$ cat config.mk
export PLATFORM = sky130hd
export DESIGN_NAME = dm_bus_responder
export DESIGN_NICKNAME = d
export VERILOG_FILES = /design/src/rtl/dm_resp_pkg.sv /design/src/rtl/dm_addr_decode.sv /design/src/rtl/dm_bus_responder.sv
export SDC_FILE = /design/constraint.sdc
export NUM_CORES = 1
export LEC_CHECK = 0
export CELL_PAD_IN_SITES_DETAIL_PLACEMENT = 0
export CELL_PAD_IN_SITES_GLOBAL_PLACEMENT = 1
export CORE_UTILIZATION = 30
export DETAILED_ROUTE_END_ITERATION = 16
export HOLD_SLACK_MARGIN = 0.1
export MAX_ROUTING_LAYER = met4
export PLACE_DENSITY = 0.79
export SLEW_MARGIN = 10
export SYNTH_ARGS = -nofsm -noshare
export SYNTH_HDL_FRONTEND = slang
export SYNTH_HIERARCHICAL = 1
export SYNTH_SLANG_ARGS = --single-unit
$ cat constraint.sdc
create_clock -name clk -period 8 [get_ports clk]
set_clock_uncertainty 0.1 [all_clocks]
set_input_delay 1.2 -clock clk [delete_from_list [all_inputs] [get_ports clk]]
set_output_delay 1.2 -clock clk [all_outputs]
set_load 0.005 [all_outputs]
$ cat src/rtl/dm_resp_pkg.sv
// dm_resp_pkg: shared types and constants for the SH4 data-memory bus responder.
//   - Physical address windows (29-bit) for work SDRAM and the HOLLY register block.
//   - Responder state encoding and decode target encoding.
//   - Lane-select helpers that pick the 32-bit half of a 64-bit beat
//     addressed by dm_req_addr[2].
package dm_resp_pkg;

  localparam logic [28:0] SDRAM_BASE  = 29'h0C00_0000;
  localparam logic [28:0] SDRAM_LIMIT = 29'h0CFF_FFFF;
  localparam logic [28:0] REG_BASE    = 29'h005F_6800;
  localparam logic [28:0] REG_LIMIT   = 29'h005F_9FFF;

  typedef enum logic [1:0] {
    IDLE     = 2'd0,
    RAM_WAIT = 2'd1,
    REG_WAIT = 2'd2,
    RESP     = 2'd3
  } state_e;

  typedef enum logic [1:0] {
    TGT_RAM  = 2'd0,
    TGT_REG  = 2'd1,
    TGT_NONE = 2'd2
  } target_e;

  // Upper half when hi is set, lower half otherwise.
  function automatic logic [31:0] sel_lane32(input logic [63:0] d, input logic hi);
    return hi ? d[63:32] : d[31:0];
  endfunction

  function automatic logic [3:0] sel_lane4(input logic [7:0] m, input logic hi);
    return hi ? m[7:4] : m[3:0];
  endfunction

endpackage

$ cat src/rtl/dm_addr_decode.sv
// dm_addr_decode: combinational region decode of a 29-bit physical address.
// Ports:
//   addr [28:0] in  - physical address (upper request-address bits already stripped)
//   tgt         out - TGT_RAM for work SDRAM, TGT_REG for HOLLY registers,
//                     TGT_NONE for anything else
module dm_addr_decode
  import dm_resp_pkg::*;
(
  input  logic [28:0] addr,
  output target_e     tgt
);

  // Window compare; the two windows are disjoint so order does not matter.
  always_comb begin
    tgt = TGT_NONE;
    if ((addr >= SDRAM_BASE) && (addr <= SDRAM_LIMIT)) begin
      tgt = TGT_RAM;
    end else if ((addr >= REG_BASE) && (addr <= REG_LIMIT)) begin
      tgt = TGT_REG;
    end else begin
      tgt = TGT_NONE;
    end
  end

endmodule

$ cat src/rtl/dm_bus_responder.sv
// dm_bus_responder: responder end of the SH4 data-memory request bus.
// Accepts one request at a time in IDLE, routes it to work SDRAM (ram_*),
// the 32-bit HOLLY register port (reg_*) or an internal unmapped sink, and
// returns a one-cycle dm_resp_valid carrying 64-bit read data. Every wait
// for ram_ack/reg_ready is bounded by TIMEOUT_CYCLES; expiry forces an
// error response with ERR_RDATA and a bus_error pulse.
// Ports:
//   clk, rst            - clock, asynchronous active-high reset
//   dm_req_*            - request from the core (held until dm_resp_valid)
//   dm_resp_rdata/valid - response to the core
//   ram_*               - work-SDRAM port (ram_req held until ram_ack)
//   reg_*               - register port (reg_rd/reg_wr held until reg_ready)
//   bus_error           - pulses with a timeout response
// Build option DM_ERR_LOG_EN: adds err_addr (address of the first timeout
// or unmapped access since reset) and err_count (saturating count of both).
module dm_bus_responder
  import dm_resp_pkg::*;
#(
  parameter int unsigned TIMEOUT_CYCLES = 64,
  parameter logic [63:0] UNMAPPED_RDATA = 64'h0,
  parameter logic [63:0] ERR_RDATA      = 64'hFFFF_FFFF_FFFF_FFFF
) (
  input  logic        clk,
  input  logic        rst,
  input  logic [31:0] dm_req_addr,
  input  logic [63:0] dm_req_wdata,
  input  logic [7:0]  dm_req_wmask,
  input  logic        dm_req_wen,
  input  logic        dm_req_valid,
  output logic [63:0] dm_resp_rdata,
  output logic        dm_resp_valid,
  output logic [23:0] ram_addr,
  output logic [63:0] ram_wdata,
  output logic [7:0]  ram_wmask,
  output logic        ram_we,
  output logic        ram_req,
  input  logic [63:0] ram_rdata,
  input  logic        ram_ack,
  output logic [15:0] reg_addr,
  output logic [31:0] reg_wdata,
  output logic [3:0]  reg_be,
  output logic        reg_rd,
  output logic        reg_wr,
  input  logic [31:0] reg_rdata,
  input  logic        reg_ready,
  output logic        bus_error
`ifdef DM_ERR_LOG_EN
  ,
  output logic [31:0] err_addr,
  output logic [7:0]  err_count
`endif
);

  localparam int unsigned      CNT_W    = $clog2(TIMEOUT_CYCLES) + 1;
  localparam logic [CNT_W-1:0] CNT_LAST = CNT_W'(TIMEOUT_CYCLES - 1);

  target_e tgt_s;

  state_e           state_q, state_d;
  logic [CNT_W-1:0] cnt_q, cnt_d;
  logic [63:0]      rdata_q, rdata_d;
  logic             resp_valid_q, resp_valid_d;
  logic             bus_error_q, bus_error_d;
  logic [23:0]      ram_addr_q, ram_addr_d;
  logic [63:0]      ram_wdata_q, ram_wdata_d;
  logic [7:0]       ram_wmask_q, ram_wmask_d;
  logic             ram_we_q, ram_we_d;
  logic             ram_req_q, ram_req_d;
  logic [15:0]      reg_addr_q, reg_addr_d;
  logic [31:0]      reg_wdata_q, reg_wdata_d;
  logic [3:0]       reg_be_q, reg_be_d;
  logic             reg_rd_q, reg_rd_d;
  logic             reg_wr_q, reg_wr_d;
  logic             log_err_s;
  logic [31:0]      err_addr_q, err_addr_d;
  logic [7:0]       err_count_q, err_count_d;

  // The upper request-address bits only matter to the error log.
  logic unused_s;
  assign unused_s = ^{dm_req_addr[31:29], log_err_s, err_addr_q, err_count_q};

  dm_addr_decode u_decode (
    .addr (dm_req_addr[28:0]),
    .tgt  (tgt_s)
  );

  // Next-state and next-output logic for the request/response sequencer.
  always_comb begin
    state_d      = state_q;
    cnt_d        = cnt_q;
    rdata_d      = rdata_q;
    resp_valid_d = 1'b0;
    bus_error_d  = 1'b0;
    ram_addr_d   = ram_addr_q;
    ram_wdata_d  = ram_wdata_q;
    ram_wmask_d  = ram_wmask_q;
    ram_we_d     = ram_we_q;
    ram_req_d    = ram_req_q;
    reg_addr_d   = reg_addr_q;
    reg_wdata_d  = reg_wdata_q;
    reg_be_d     = reg_be_q;
    reg_rd_d     = reg_rd_q;
    reg_wr_d     = reg_wr_q;
    log_err_s    = 1'b0;

    case (state_q)
      IDLE: begin
        if (dm_req_valid) begin
          case (tgt_s)
            TGT_RAM: begin
              state_d     = RAM_WAIT;
              cnt_d       = '0;
              ram_addr_d  = dm_req_addr[23:0];
              ram_wdata_d = dm_req_wdata;
              ram_wmask_d = dm_req_wmask;
              ram_we_d    = dm_req_wen;
              ram_req_d   = 1'b1;
            end
            TGT_REG: begin
              state_d     = REG_WAIT;
              cnt_d       = '0;
              reg_addr_d  = dm_req_addr[15:0];
              reg_wdata_d = sel_lane32(dm_req_wdata, dm_req_addr[2]);
              reg_be_d    = sel_lane4(dm_req_wmask, dm_req_addr[2]);
              reg_rd_d    = ~dm_req_wen;
              reg_wr_d    = dm_req_wen;
            end
            default: begin
              // Unmapped: writes vanish, reads return the fill pattern, no error.
              state_d      = RESP;
              rdata_d      = UNMAPPED_RDATA;
              resp_valid_d = 1'b1;
              log_err_s    = 1'b1;
            end
          endcase
        end else begin
          state_d = IDLE;
        end
      end

      RAM_WAIT: begin
        // ram_ack is checked first so an ack on the expiry cycle still wins.
        if (ram_ack) begin
          state_d      = RESP;
          rdata_d      = ram_rdata;
          resp_valid_d = 1'b1;
          ram_req_d    = 1'b0;
          ram_we_d     = 1'b0;
        end else if (cnt_q == CNT_LAST) begin
          state_d      = RESP;
          rdata_d      = ERR_RDATA;
          resp_valid_d = 1'b1;
          bus_error_d  = 1'b1;
          ram_req_d    = 1'b0;
          ram_we_d     = 1'b0;
          log_err_s    = 1'b1;
        end else begin
          cnt_d = cnt_q + CNT_W'(1);
        end
      end

      REG_WAIT: begin
        if (reg_ready) begin
          state_d      = RESP;
          rdata_d      = {reg_rdata, reg_rdata};
          resp_valid_d = 1'b1;
          reg_rd_d     = 1'b0;
          reg_wr_d     = 1'b0;
        end else if (cnt_q == CNT_LAST) begin
          state_d      = RESP;
          rdata_d      = ERR_RDATA;
          resp_valid_d = 1'b1;
          bus_error_d  = 1'b1;
          reg_rd_d     = 1'b0;
          reg_wr_d     = 1'b0;
          log_err_s    = 1'b1;
        end else begin
          cnt_d = cnt_q + CNT_W'(1);
        end
      end

      RESP: begin
        // Response pulse is visible in this state; the held request is not
        // re-sampled until IDLE.
        state_d = IDLE;
      end

      default: begin
        state_d = IDLE;
      end
    endcase
  end

  // Error log update: first offending address is latched, count saturates.
  always_comb begin
    err_addr_d  = err_addr_q;
    err_count_d = err_count_q;
`ifdef DM_ERR_LOG_EN
    if (log_err_s) begin
      if (err_count_q == 8'd0) begin
        err_addr_d = dm_req_addr;
      end else begin
        err_addr_d = err_addr_q;
      end
      if (err_count_q != 8'd255) begin
        err_count_d = err_count_q + 8'd1;
      end else begin
        err_count_d = err_count_q;
      end
    end else begin
      err_count_d = err_count_q;
    end
`else
    err_addr_d  = 32'd0;
    err_count_d = 8'd0;
`endif
  end

  // State and output registers; reset abandons any transaction in flight.
  always_ff @(posedge clk or posedge rst) begin
    if (rst) begin
      state_q      <= IDLE;
      cnt_q        <= '0;
      rdata_q      <= 64'd0;
      resp_valid_q <= 1'b0;
      bus_error_q  <= 1'b0;
      ram_addr_q   <= 24'd0;
      ram_wdata_q  <= 64'd0;
      ram_wmask_q  <= 8'd0;
      ram_we_q     <= 1'b0;
      ram_req_q    <= 1'b0;
      reg_addr_q   <= 16'd0;
      reg_wdata_q  <= 32'd0;
      reg_be_q     <= 4'd0;
      reg_rd_q     <= 1'b0;
      reg_wr_q     <= 1'b0;
      err_addr_q   <= 32'd0;
      err_count_q  <= 8'd0;
    end else begin
      state_q      <= state_d;
      cnt_q        <= cnt_d;
      rdata_q      <= rdata_d;
      resp_valid_q <= resp_valid_d;
      bus_error_q  <= bus_error_d;
      ram_addr_q   <= ram_addr_d;
      ram_wdata_q  <= ram_wdata_d;
      ram_wmask_q  <= ram_wmask_d;
      ram_we_q     <= ram_we_d;
      ram_req_q    <= ram_req_d;
      reg_addr_q   <= reg_addr_d;
      reg_wdata_q  <= reg_wdata_d;
      reg_be_q     <= reg_be_d;
      reg_rd_q     <= reg_rd_d;
      reg_wr_q     <= reg_wr_d;
      err_addr_q   <= err_addr_d;
      err_count_q  <= err_count_d;
    end
  end

  assign dm_resp_rdata = rdata_q;
  assign dm_resp_valid = resp_valid_q;
  assign bus_error     = bus_error_q;
  assign ram_addr      = ram_addr_q;
  assign ram_wdata     = ram_wdata_q;
  assign ram_wmask     = ram_wmask_q;
  assign ram_we        = ram_we_q;
  assign ram_req       = ram_req_q;
  assign reg_addr      = reg_addr_q;
  assign reg_wdata     = reg_wdata_q;
  assign reg_be        = reg_be_q;
  assign reg_rd        = reg_rd_q;
  assign reg_wr        = reg_wr_q;
`ifdef DM_ERR_LOG_EN
  assign err_addr      = err_addr_q;
  assign err_count     = err_count_q;
`endif

endmodule
==> impl_metrics.csv <==
group,metric,value,unit
flow_run,max_capacitance_violation_total,0,
sta,post-route-period-util,56.5,%
setup_path,ff2ff_setup_slack,4880,ps
setup_path,timing.critical_path.required,8320,ps
routing,dr.first_iter.drc_count,406,
sta,max_slew.worst_pin.slew,1100,ps
routing,post_drt_wl_per_cell,20.4,um
finish,mostFrequentLayoutCell,"clkdlybuf4s50_1",
clock_network,cts-htree-levels,1,
global_route,first_pass_grt_wire_length,59500,um
routing,final_antenna_net_count,0,
sta,final_hold_viol_count,0,
synthesis,synth.lib_cells_used.distinct,45,
pwr,power_frac_clock,26.3,%
finish,final_layout_size_suffix_gt1_share,13.2,%
synthesis,synth_area,0.0111,mm^2
finish,mostFrequentLayoutCells,"clkdlybuf4s50_1, dfrtp_1, o21ai_0, nand2_1, mux2_2",
hold_path,min_delay_path_depth,2,
pwr,peakVddDrop,0.236,mV
sta,post_route_minimum_period,4520,ps
clock_network,tritoncts_clock_tree,"done",
clock_network,clkLatencyLatePin,550,ps
sta,rsz0062_at_grt,"no",
placement,placed_area,0.0156,mm^2
finish,area_delta_synth_final,49.5,%
sta,setup-tns-final,0,ps
pwr,internal-power,3.22,mW
global_route,initial_antenna_violation_count,4,
setup_path,worst-path-max-fanout,60,
synthesis,post_synth.cell_area_avg,10.8,um^2
routing,detailroute.via_count,9804,
setup_path,reg2reg_from,"state_q[0]",
routing,totalWireLength,38400,um
placement,io_buffer_count,420,
sta,setup_viol,0,
finish,final_net_count,1610,
placement,gp_congestion,0.834,
die,placementRows,69,
synthesis,synth.net_count,1235,
global_route,grt_pass1_vias,10145,
pwr,power_density,294,mW/mm^2
setup_path,critical_path_arrival,4840,ps
global_route,global_route.overflow_total,0,
routing,route.detailed.vias_per_inst,5.21,
hold_path,hold_path.startpoint,"reg_wdata[6]",
pwr,power.total,4.86,mW
placement,hpwl_after_detailed_placement,26300,um
pwr,seq_power_share,32.5,%
pwr,total_leakage_power,7.13,nW
setup_path,r2r_end,"ram_wdata[14]",
pwr,p_sw,1.64,mW
pwr,netSwitchingFraction,33.8,%
clock_network,cts.hold.buffers_added,0,
synthesis,ys.warnings.count,6,
die,ios,424,
synthesis,yosys.area.top_type,"dfrtp_1",
sta,fin_hold_ws,376,ps
clock_network,cts_root_buf,"clkbuf_16",
sta,timing.max_slew.rel_slack,26.1,%
die,dieArea,0.0376,mm^2
clock_network,clkSinkCount,227,
setup_path,crit_path_start_kind,"input port",
sta,report.final.slew_viol_count,0,
clock_network,cts_buffer_depth,3,
clock_network,cts_setup_buffers,0,
die,floorplan.initialDensity,30.8,%
clock_network,cts.reportedPaths.clkPinSlew,60,ps
outcome,outcome,"completed",
routing,1st_pass_router_iterations,5,
sta,fmax,0.221,GHz
synthesis,yosys.area.top_type_share,51.4,%
clock_network,post_cts.resized_instances,0,
synthesis,synth.ff_latch_count,227,
setup_path,end_kind,"register",
routing,drt_drc_violations_left,0,
setup_path,criticalPathCategory,"input port to register",
die,die_x,194,um
finish,final_area,0.0165,mm^2
hold_path,holdCritPathClass,"register to register",
global_route,track_usage,20.6,%
clock_network,cts_made_buffers,27,
global_route,grt_start_max_net_pins,93,
hold_path,hold_path_end,"reg_wdata[6]",
die,coreArea,0.0359,mm^2
pwr,pwr-share-comb,41.2,%
synthesis,synth.yosys.seq_area_share,51.4,%
die,die-height,194,um
setup_path,r2r.worst_path.cells,6,
synthesis,top_cells_by_area_synth,"dfrtp_1, mux2_2, o21ai_0",
synthesis,postSynthCellCount,1022,
[power by group through the flow]
| stage | combinational (mW) | clock [mW] | sequential (mW) |
|---|---|---|---|
| final | 2.01 | 1.28 | 1.58 |
| after CTS | 2.02 | 1.32 | 1.58 |
| after detailed placement | 2.01 | 0 | 1.59 |
| after floorplan | 1.04 | 0 | 1.59 |
| after global placement | 1.98 | 0 | 1.59 |
| after global routing | 2.16 | 1.36 | 1.62 |
[state kept, by name, indices dropped and copies added (netlist names)]
signal         cells
bus_error          1
cnt_q              7
dm_resp_rdata     64
dm_resp_valid      1
ram_addr          24
ram_req            1
ram_wdata         64
ram_we             1
ram_wmask          8
reg_addr          16
reg_be             4
reg_rd             1
reg_wdata         32
reg_wr             1
state_q            2
[metal layers]
metal	vias to the layer above	GRT usage [%]	part of all wire [%]
met2	412	32.9	47
met1	4800	24.8	42
met3	64	6.07	9.1
li1	4528	-	-
met5	-	-	0
met4	0	6.79	2.7
[cells by family (layout without fill, tap and decap cells)]
group | after synthesis | after routing | synth area share [%]
adder cells (fa/ha/maj) | 7 | 7 | 0.792
multiplexers | 156 | 156 | 15.4
AO/OA/AOI/OAI | 357 | 357 | 21.7
other | 0 | 3 | 0
flip-flops | 227 | 227 | 51.4
AND/OR/NAND/NOR | 175 | 175 | 6.93
buffers and inverters | 100 | 494 | 3.80
[cell usage after synthesis]
cell / n
nor3_2: 1
nand2_1: 130
o31ai_1: 4
nand4_1: 8
nor3_1: 2
and2_1: 2
or2_2: 2
buf_1: 7
dfrtp_1: 227
a211oi_2: 2
a31oi_1: 60
nor3b_1: 1
a2111o_1: 1
mux2i_1: 43
and4_1: 1
clkbuf_1: 62
o2bb2ai_1: 4
nor2b_1: 1
nor2_1: 8
and3_1: 1
a22oi_1: 8
inv_1: 10
o211a_1: 2
o2111a_1: 2
a2111oi_4: 1
a21boi_0: 33
o22a_1: 32
buf_6: 3
nand4b_1: 3
o21ai_0: 143
nand2b_1: 5
o21bai_1: 4
a22o_1: 28
or3b_1: 1
mux2_2: 113
or3_1: 1
nand3_1: 5
a21oi_1: 5
a211oi_1: 1
nor4bb_1: 2
a311oi_1: 1
buf_2: 18
ha_1: 7
nor4_1: 1
a2bb2oi_1: 26
[area by class of cell]
class / count / area (um^2)
clock buffer: 34 / 742
fill: 3374 / 19400
timing repair buffer: 436 / 4320
tap: 461 / 577
antenna: 3 / 7.51
clock inverter: 14 / 180
sequential: 227 / 5680
inverter: 10 / 45.0
multi-input combinational: 695 / 4970
[through the flow]
stage	instances	util, %	setup WS, ps
floorplan	1022	-	480
global placement	1829	43.4	3030
detailed placement	1829	43.4	2940
CTS	1877	46.0	3510
global route	1880	46.0	3250
finish	1880	46.0	3480
[critical path, cell delays in order]
cell	delay [ps]
clkdlybuf4s50_1	520
nand4_1	110
nor4bb_1	450
and4_1	270
a31oi_1	140
nor4bb_4	380
buf_4	680
buf_4	580
mux2_2	400
[how the worst max path moves through the flow]
stage / from / end / slack, ps / cells past startpoint
after floorplan: rst / bus_error / 480 / 1
after global placement: dm_req_addr[22] / ram_wdata[25] / 3030 / 9
after detailed placement: dm_req_addr[22] / ram_wdata[29] / 2940 / 9
after CTS: dm_req_addr[22] / ram_wdata[11] / 3510 / 9
after global routing: dm_req_addr[22] / ram_wdata[25] / 3250 / 9
final: dm_req_addr[22] / ram_wdata[14] / 3480 / 9
Note: power is estimated with default switching activity, not from simulation.
